<file path="src/rtl/serial_sub_pkg.sv">
// Shared state encoding and the sizing helper for the serial subtractor.
package serial_sub_pkg;

    localparam logic [1:0] ST_IDLE = 2'd0;
    localparam logic [1:0] ST_RUN  = 2'd1;
    localparam logic [1:0] ST_DONE = 2'd2;

    function automatic int unsigned clog2(input int unsigned value);
        int unsigned result;
        result = 0;
        for (int unsigned v = (value > 0) ? value - 1 : 0; v > 0; v = v >> 1) begin
            result++;
        end
        return result;
    endfunction

endpackage

</file>
<file path="src/rtl/sub_digit.sv">
// Combinational DIGIT-wide slice: per-bit full subtractors with the borrow rippling LSB to MSB.
module sub_digit #(
    parameter int unsigned DIGIT = 1
) (
    input  logic [DIGIT-1:0] a_d,
    input  logic [DIGIT-1:0] b_d,
    input  logic             bi,
    output logic [DIGIT-1:0] d_d,
    output logic             bo
);

    logic c;

    always_comb begin
        c   = bi;
        d_d = '0;
        for (int i = 0; i < DIGIT; i++) begin
            d_d[i] = a_d[i] ^ b_d[i] ^ c;
            c      = (~a_d[i] & b_d[i]) | (~(a_d[i] ^ b_d[i]) & c);
        end
        bo = c;
    end

endmodule

</file>
<file path="src/rtl/serial_subtractor_n.sv">
// Multi-cycle A - B - borrow_in, DIGIT bits per clock, with start/busy/done handshake.
// Define SERIAL_SUB_OVF_EN to add a signed overflow output.
module serial_subtractor_n
    import serial_sub_pkg::*;
#(
    parameter int unsigned WIDTH = 8,
    parameter int unsigned DIGIT = 1
) (
    input  logic             clk,
    input  logic             rst,
    input  logic             start,
    input  logic [WIDTH-1:0] a,
    input  logic [WIDTH-1:0] b,
    input  logic             borrow_in,
    output logic             busy,
    output logic             done,
    output logic [WIDTH-1:0] difference,
    output logic             borrow_out
`ifdef SERIAL_SUB_OVF_EN
    ,
    output logic             overflow
`endif
);

    localparam int unsigned NumDigits = WIDTH / DIGIT;
    localparam int unsigned CntW      = (clog2(NumDigits) > 0) ? clog2(NumDigits) : 1;

    if (WIDTH < 2 || DIGIT == 0 || (WIDTH % DIGIT) != 0) begin : g_bad_cfg
        $fatal(1, "serial_subtractor_n: WIDTH must be >= 2 and a multiple of DIGIT");
    end

    typedef enum logic [1:0] {
        StIdle = ST_IDLE,
        StRun  = ST_RUN,
        StDone = ST_DONE
    } state_e;

    state_e           state_q;
    logic [CntW-1:0]  cnt_q;
    logic [WIDTH-1:0] a_q, b_q, diff_q;
    logic             borrow_q, bo_q, busy_q, done_q;
    logic [DIGIT-1:0] d_dig;
    logic             bo_dig;
    logic [WIDTH-1:0] diff_shift;
    logic             last_digit;

    sub_digit #(
        .DIGIT (DIGIT)
    ) u_sub_digit (
        .a_d (a_q[DIGIT-1:0]),
        .b_d (b_q[DIGIT-1:0]),
        .bi  (borrow_q),
        .d_d (d_dig),
        .bo  (bo_dig)
    );

    // New digit enters at the top; after NumDigits shifts the LSB digit lands at bit 0.
    assign diff_shift = (WIDTH'(d_dig) << (WIDTH - DIGIT)) | (diff_q >> DIGIT);
    assign last_digit = (cnt_q == CntW'(NumDigits - 1));

`ifdef SERIAL_SUB_OVF_EN
    logic a_msb_q, b_msb_q, ovf_q;
`endif

    always_ff @(posedge clk) begin
        if (rst) begin
            state_q  <= StIdle;
            cnt_q    <= '0;
            a_q      <= '0;
            b_q      <= '0;
            diff_q   <= '0;
            borrow_q <= 1'b0;
            bo_q     <= 1'b0;
            busy_q   <= 1'b0;
            done_q   <= 1'b0;
`ifdef SERIAL_SUB_OVF_EN
            a_msb_q  <= 1'b0;
            b_msb_q  <= 1'b0;
            ovf_q    <= 1'b0;
`endif
        end else begin
            done_q <= 1'b0;
            unique case (state_q)
                StIdle, StDone: begin
                    if (start) begin
                        a_q      <= a;
                        b_q      <= b;
                        borrow_q <= borrow_in;
                        cnt_q    <= '0;
                        busy_q   <= 1'b1;
                        state_q  <= StRun;
`ifdef SERIAL_SUB_OVF_EN
                        a_msb_q  <= a[WIDTH-1];
                        b_msb_q  <= b[WIDTH-1];
`endif
                    end else begin
                        state_q <= StIdle;
                    end
                end
                StRun: begin
                    a_q      <= a_q >> DIGIT;
                    b_q      <= b_q >> DIGIT;
                    borrow_q <= bo_dig;
                    diff_q   <= diff_shift;
                    if (last_digit) begin
                        bo_q    <= bo_dig;
                        busy_q  <= 1'b0;
                        done_q  <= 1'b1;
                        state_q <= StDone;
`ifdef SERIAL_SUB_OVF_EN
                        ovf_q   <= (a_msb_q != b_msb_q) && (diff_shift[WIDTH-1] != a_msb_q);
`endif
                    end else begin
                        cnt_q <= cnt_q + CntW'(1);
                    end
                end
                default: state_q <= StIdle;
            endcase
        end
    end

    assign busy       = busy_q;
    assign done       = done_q;
    assign difference = diff_q;
    assign borrow_out = bo_q;
`ifdef SERIAL_SUB_OVF_EN
    assign overflow   = ovf_q;
`endif

endmodule

</file>
<file path="config.mk">
export PLATFORM = sky130hd
export DESIGN_NAME = serial_subtractor_n
export DESIGN_NICKNAME = d
export VERILOG_FILES = /design/src/rtl/serial_sub_pkg.sv /design/src/rtl/sub_digit.sv /design/src/rtl/serial_subtractor_n.sv
export SDC_FILE = /design/constraint.sdc
export NUM_CORES = 1
export LEC_CHECK = 0
export ABC_AREA = 0
export BUFFER_PORTS_ARGS = -buffer_cell sky130_fd_sc_hd__clkbuf_2
export CAP_MARGIN = 20
export CORE_MARGIN = 5
export CORE_UTILIZATION = 45
export DETAILED_ROUTE_END_ITERATION = 16
export PLACE_DENSITY_LB_ADDON = 0.12
export SYNTH_ARGS = -nofsm -noshare
export SYNTH_HDL_FRONTEND = slang
export SYNTH_SLANG_ARGS = --single-unit
</file>
<file path="constraint.sdc">
create_clock -name clk -period 2.1 [get_ports clk]
set_clock_uncertainty 0.15 [all_clocks]
set_input_delay 0.21 -clock clk [delete_from_list [all_inputs] [get_ports clk]]
set_output_delay 0.21 -clock clk [all_outputs]
set_load 0.03 [all_outputs]
</file>
---- Yosys cells after proc, flatten, opt, wreduce, memory -nomap -nowiden ----
Cells that the tools add are included.
storage, ports and cells
  register bits after elaboration ......... 33
cells by class
  add/sub/neg operators ................... 1
  equality and inequality tests ........... 6
  muxes and demuxes ....................... 16
  bitwise operators ....................... 9
  reduce and logical (&&, ||, !) cells .... 8
operators by type and width
  cell                                                                    number
  8-bit case mux with 2 select lines                                      2
  8-bit 2-to-1 mux                                                        2
  8-bit by 7-bit bitwise OR with 8-bit output                             1
  3-bit 2-to-1 mux                                                        2
  2-bit != test (second input constant)                                   3
  3-bit case mux with 2 select lines                                      1
  3-bit AND reduction                                                     2
  1-bit 2-to-1 mux                                                        5
  1-bit case mux with 2 select lines                                      2
  2-bit case mux with 2 select lines                                      1
  2-bit AND reduction                                                     2
  2-bit OR reduction                                                      2
  3-bit by 1-bit adder with 3-bit output (second input constant)          1
  3-bit equality test (second input constant)                             1
  1-bit NOT                                                               3
  1-bit bitwise AND                                                       2
  2-bit by 1-bit equality test with 1-bit output (second input constant)  1
  2-bit equality test (second input constant)                             1
  2-bit logical NOT                                                       1
  2-bit 2-to-1 mux                                                        1
  2-bit nonzero test                                                      1
  1-bit XOR                                                               2
  1-bit bitwise OR                                                        1

---- Longest topological paths before layout ----
Gate-level depths: netlist of run 1.
  depth after elaboration ................. 5
  gate-level depth with buffers ........... 5

---- Modules after synthesis ----
From an unflattened synthesis of run 1, not the netlist that was laid out.
unflattened totals
  cell total of the unflattened synthesis .. 152
  area total of the unflattened synthesis .. 1448.9 µm²
by module, submodules not included
  module               instances  cells each  area an instance (µm²)  sequential area each (µm²)
  serial_subtractor_n  1          148         1417.6                  660.6
  sub_digit            1          4           31.3                    0.0

---- Worst setup path after synthesis of run 1 ----
OpenSTA, ideal clock, no wires.
  path kind ............................... flip-flop to flip-flop
  from .................................... register cnt_q[0]
  to ...................................... register cnt_q[1]
  arrival time ............................ 1274 ps
  required time ........................... 1818 ps
  slack ................................... 544 ps
  stages on the path, launching flop included .. 6
  buffers on the path ..................... 0
  period minus slack after synthesis ...... 1556 ps
  cells stage by stage .................... dfxtp_1 ha_1 ha_1 or3b_1 nand3_1 a21oi_1
between the ends
  word-level cells in the longest chain between the ends .. 3
  elaborated cells between the ends (all ways) .. 6
RTL lines
  element                               RTL line                    RTL
  start, declared                       serial_subtractor_n.sv:39   logic [CntW-1:0] cnt_q;
  start signal, assigned                serial_subtractor_n.sv:114  cnt_q <= cnt_q + CntW'(1);
  3-bit equality test                   serial_subtractor_n.sv:59   assign last_digit = (cnt_q == CntW'(NumDigits - 1));
  via last_digit                        serial_subtractor_n.sv:45   logic last_digit;
  2-bit != test (no source line)        --
  3-bit AND reduction (no source line)  --
The timed path passes the listed nets, and every way through them passes these cells. The select of a mux whose other input is x is not followed.
A chain may end at the register's enable or synchronous reset.

---- Worst setup path in the final report of run 1 ----
  from .................................... register cnt_q[0]
  to ...................................... register cnt_q[0]
The elaborated chain is that of the path after synthesis.

==> qor.yml, run 1 <==
cells_and_area:
  fin_area_um2: 1630
  synthToLayoutAreaGrowth_pct: 21.8
  drive_gt1_frac: 0.243
  final_cells: 220
  regArea_um2: 661
  fillers: 267
  layout_commonest_cell: "dfxtp_1"
  nNetsFinal: 211
  antennaDiodeCount: 0
  layout_common_cells: "dfxtp_1 (33), a21oi_1 (30), clkbuf_2 (30)"
  final_util: 0.583
  multi_input_area_um2: 572
global_route:
  grt_pass1_vias: 1155
  antenna_found_initial: 0
  grt_pass1_wl_mm: 5.02
  grt_start_max_net_pins: 34
  grt_remaining_overflow: 0
  globalRouteTotalUtil: 0.153
detailed_routing:
  drc: 0
  routed_wl_mm: 2.77
  route.met3.wl_um: 150
  dr.max_layer_used: "met4"
  wire_per_inst_um: 12.6
  dr_wl_met2_mm: 1.29
  drtIter0Drc: 57
  drtPass1Iterations: 4
  route.vias.total: 1165
  vias_per_cell: 5.30
  drt.antenna.violating_nets: 0
  wl_met1_mm: 1.28
logic_synthesis:
  yosysTopAreaCellShare: 0.493
  yosysWarnings: 0
  ys_seq_elements: 33
  syn_nets: 173
  synth_fa_ha_area_frac: 0.0336
  synth-compound-area-share: 0.214
  yosysTopAreaCell: "dfxtp_1"
  ys_types: 22
  synth_cells: 150
  yosysSeqAreaShare: 0.493
  synth.area.top_cells: "dfxtp_1 (49%), a21oi_1 (11%), a22oi_1 (7.8%)"
  synth_xor_area_frac: 0
  synth-simple-area-share: 0.179
  synth_top_family_by_area: "compound AO/OA/AOI/OAI gates"
  synth.area.mux_share: 0
  synth_area_um2: 1340
  synth_area_per_cell_um2: 8.94
clock_tree:
  post_cts_buffers: 0
  clock_sinks: 33
  cts_tree: "done"
  clock-root-buffer: "clkbuf_4"
  clk_pin_slew_ns: 0.09
  numCtsBuffers: 5
  cts_repair_resize_count: 0
  clk_path_buf_depth: 2
  htreeDepth: 2
  clk_latency_ns: 0.33
floorplanning:
  fp-row-count: 19
  die-area_um2: 4170
  floorplan.io_pins: 31
  die_w_um: 64.6
  initial_utilization: 0.478
  core_um2: 2810
  die_y_um: 64.6
timing:
  tightest_slew_ns: 0.643
  fin_ws_ns: 0.423
  setup_viol: 0
  fmaxAchievable_ghz: 0.596
  min_period_ns: 1.68
  rsz0062_at_grt: "false"
  fin_crit_sh: 0.798
  hold_violations: 0
  whs_ns: 0.0161
  relSlewSlack: 0.571
  drv_slew: 0
  tns_ns: 0
critical_path:
  worstSetupStartpointType: "flip-flop"
  cp_max_fo: 6
  timing.rr.start: "cnt_q[0]$_SDFFE_PP0P_"
  crit_required_ns: 2.14
  cp-startpoint: "cnt_q[0]$_SDFFE_PP0P_"
  crit_type: "flip-flop to flip-flop"
  crit_arrival_ns: 1.72
  end_kind: "flip-flop"
  reg2reg_slack_ns: 0.42
run:
  drv_cap: 0
worst_hold_path:
  hold_path_class: "primary input to flip-flop"
  worstHoldStart: "b[3]"
placement:
  placed_cell_area_um2: 1470
  place_congestion: 0.741
  place_inst: 203
  portBuffers: 30
  dp_hpwl_mm: 1.92
  pre_cts_ws_ns: 0.436
pwr:
  max-vdd-ir-drop_uv: 412
  p_total_mw: 1.24
  static-leakage-power_nw: 0.658
  power_density_nw_per_um2: 758
outcome:
  status: "finished, final reports clean"
==> flip-flops by register name, summed over array words and instances, names as in the netlist <==
name        flops
difference      8
cnt_q           3
b_q             8
borrow_out      1
busy            1
state_q         2
done            1
a_q             8
borrow_q        1
==> cell type report <==
cell class | instances | area share
clock buffers | 7 | 0.0398
clock inverters | 1 | 0.00306
inverters | 2 | 0.00459
multi-input cells | 101 | 0.350
flip-flops and latches | 33 | 0.404
well taps | 31 | 0.0237
repair buffers | 45 | 0.175
==> kinds of logic after synthesis <==
kind of cell               Yosys count
AOI/OAI and AO/OA                   47
buffers and inverters               16
and+or+nand+nor                     51
adders and majority gates            3
DFF                                 33
==> final timing paths <==
check	endpoint	cells past startpoint
max	cnt_q[0]$_SDFFE_PP0P_	5
min	b_q[3]$_SDFFE_PP0P_	3
max reg2reg	cnt_q[0]$_SDFFE_PP0P_	5
min reg2reg	difference[0]$_SDFFE_PP0P_	2
==> routing by layer <==
layer,GRT usage,vias up
li1,-,606
met1,0.178,526
met2,0.258,26
met3,0.0484,7
met4,0.0712,0
met5,0,-
==> critical path: stages (launching register included) <==
cell	delay [ns]
dfxtp_1	0.33
ha_1	0.20
ha_1	0.25
or3b_1	0.44
nand3_1	0.11
a21oi_1	0.06
==> synthesized netlist by cell type <==
| library cell | n |
|---|---|
| nor3b_1 | 1 |
| a311oi_2 | 1 |
| nor2b_2 | 1 |
| a21oi_1 | 30 |
| or3b_1 | 1 |
| dfxtp_1 | 33 |
| buf_4 | 3 |
| nand2_1 | 21 |
| nor2_1 | 3 |
| ha_1 | 2 |
| nand2b_1 | 3 |
| clkbuf_1 | 4 |
| fa_1 | 1 |
| a2bb2oi_1 | 1 |
| buf_6 | 3 |
| nand3_1 | 20 |
| buf_8 | 1 |
| a22oi_1 | 14 |
| a211oi_1 | 1 |
| nor2b_1 | 1 |
| inv_1 | 2 |
| buf_2 | 3 |
==> power by group <==
group | switching (mW) | internal (mW)
logic | 0.0945 | 0.0736
clock network | 0.203 | 0.194
registers | 0.0175 | 0.656
==> repair_timing <==
item,4_1_cts,5_1_grt
endpoints found under the hold margin,9,0
hold buffers,9,0
setup endpoints to repair,0,0
Power figures use the tool's default switching activity.
==> inputs of run 2 (changes only) <==
Clock period 2.1 ns to 1.5 ns, I/O delays scaled along.
==> run 2 against run 1 <==
- the flow now finishes with violations (negative setup slack)
- sequential power grew 40%
- core utilization grew 6.2 points
- critical path depth is the same
- critical endpoint unchanged
- highest routed layer unchanged
==> qor.yml, run 2 (same netlist as run 1, synthesis figures left out) <==
outcome:
  status: "complete, but fails checks"
  violations: "negative setup slack"
timing:
  whs_ns: 0.180  # +0.164 ns
  setup_viol: 3  # +3
  min_period_ns: 1.52  # -0.156 ns
  fin_ws_ns: -0.0209  # -0.444 ns
  drv_slew: 0  # unchanged
  tightest_slew_ns: 0.694  # +0.0502 ns
  fin_crit_sh: 1.01  # +0.215
  hold_violations: 0  # unchanged
  relSlewSlack: 0.538  # -0.0335
  rsz0062_at_grt: "true"
  fmaxAchievable_ghz: 0.658  # +10%
pwr:
  static-leakage-power_nw: 0.716  # +8.8%
  p_total_mw: 1.65  # +34%
  power_density_nw_per_um2: 915  # +21%
  max-vdd-ir-drop_uv: 580  # +41%
placement:
  dp_hpwl_mm: 2.05  # +7.0%
  pre_cts_ws_ns: -0.0452  # -0.481 ns
  placed_cell_area_um2: 1520  # +3.2%
  portBuffers: 30  # unchanged
  place_congestion: 0.700  # -5.5%
clock_tree:
  clk_path_buf_depth: 2  # unchanged
  clk_pin_slew_ns: 0.09  # about the same
  cts_tree: "done"
  clock_sinks: 33  # unchanged
  htreeDepth: 2  # unchanged
  clk_latency_ns: 0.31  # -0.02 ns
  numCtsBuffers: 5  # unchanged
  clock-root-buffer: "clkbuf_4"
critical_path:
  r2r_end: "cnt_q[0]$_SDFFE_PP0P_"
  cp-startpoint: "cnt_q[1]$_SDFFE_PP0P_"
  reg2reg_slack_ns: -0.02  # -0.44 ns
  worstSetupStartpointType: "flip-flop"
  crit_required_ns: 1.52  # -0.62 ns
  cp_max_fo: 4  # -2
  crit_arrival_ns: 1.54  # -0.18 ns
  crit_type: "flip-flop to flip-flop"
  end_kind: "flip-flop"
  timing.rr.start: "cnt_q[1]$_SDFFE_PP0P_"
  reg2regPathDepth: 5  # unchanged
detailed_routing:
  routed_wl_mm: 3.03  # +9.4%
  drtPass1Iterations: 4  # unchanged
  route.vias.total: 1237  # +6.2%
  drc: 0  # unchanged
  drtIter0Drc: 59  # +3.5%
  wire_per_inst_um: 13.1  # +3.8%
  vias_per_cell: 5.33  # +0.69%
  drt.antenna.violating_nets: 0  # unchanged
cells_and_area:
  drive_gt1_frac: 0.308  # +0.0651
  antennaDiodeCount: 0  # unchanged
  layout_common_cells: "dfxtp_1 (31), clkbuf_2 (30), a21oi_1 (27)"
  fin_area_um2: 1810  # +11%
  layout_commonest_cell: "dfxtp_1"
  synthToLayoutAreaGrowth_pct: 34.8
  nNetsFinal: 225  # +6.6%
  fillers: 256  # -4.1%
  final_util: 0.645  # +0.0620
worst_hold_path:
  worstHoldStart: "start"
  whs_path_depth: 4  # +1
  hold_path_class: "primary input to flip-flop"
  holdPathEnd: "state_q[0]$_SDFFE_PP0P_"
global_route:
  grt_pass1_vias: 1206  # +4.4%
  grt_pass1_wl_mm: 5.15  # +2.8%
  grt_remaining_overflow: 0  # unchanged
  grt_start_max_net_pins: 34  # unchanged
  globalRouteTotalUtil: 0.159  # +0.00591
  antenna_found_initial: 0  # unchanged
floorplanning:
  fp-row-count: 19  # unchanged
  initial_utilization: 0.478  # unchanged
  die_w_um: 64.6  # unchanged
  core_um2: 2810  # unchanged
  die_y_um: 64.6  # unchanged
  floorplan.io_pins: 31  # unchanged
  die-area_um2: 4170  # unchanged
run:
  drv_cap: 0  # unchanged
[run 2: layout make-up]
class,count,area [um2],area share
inverter,2,7.51,0.00415
tap,31,38.8,0.0215
sequential,33,666,0.368
clock inverter,1,5.00,0.00277
timing repair buffer,59,423,0.234
clock buffer,5,37.5,0.0208
multi-input combinational,101,631,0.349
[run 2: critical path: stages (launching register included)]
cell and delay, ns:
dfxtp_4 0.36, ha_4 0.16, ha_4 0.17, or3b_4 0.41, nand3_2 0.09, a21oi_2 0.05
[run 2: where the power goes]
part	leakage, nW	total [mW]	internal, mW	switching, mW
sequential	0.271	0.943	0.918	0.0249
clock	0.0269	0.430	0.162	0.268
combinational	0.418	0.282	0.136	0.145
[run 2: per-stage QoR]
stage	cells	TNS (ns)
2_1_floorplan	150	0
3_3_place_gp	207	-0.00133
3_5_place_dp	207	-0.114
4_1_cts	230	-0.0216
5_1_grt	232	-0.135
6_report	232	-0.0247
[run 2: worst max path at each step]
stage,slack [ns],depth (start not counted),endpoint
finish,-0.02,5,cnt_q[0]$_SDFFE_PP0P_
CTS,-0.009,5,cnt_q[1]$_SDFFE_PP0P_
global route,-0.04,5,cnt_q[0]$_SDFFE_PP0P_
floorplan,0.008,5,cnt_q[1]$_SDFFE_PP0P_
detailed placement,-0.05,5,cnt_q[2]$_SDFFE_PP0P_
global placement,-0.001,5,cnt_q[1]$_SDFFE_PP0P_
[run 2: timing repair]
| item | 4_1_cts | 5_1_grt |
|---|---|---|
| pin swaps | 7 | 3 |
| hold endpoints to repair | 17 | 0 |
| gates resized for setup | 10 | 3 |
| setup buffers | 0 | 2 |
| hold buffers | 17 | 0 |
| endpoints found under the setup margin | 3 | 4 |
[run 2: layer usage]
| metal | share of wire | vias up | global-route usage | routed length [um] |
|---|---|---|---|---|
| li1 | - | 630 | - | - |
| met1 | 0.43 | 571 | 0.177 | 1300 |
| met2 | 0.51 | 34 | 0.285 | 1540 |
| met3 | 0.056 | 2 | 0.0570 | 171 |
| met4 | 0.0063 | 0 | 0.0475 | 19 |
| met5 | 0 | - | 0 | 0 |
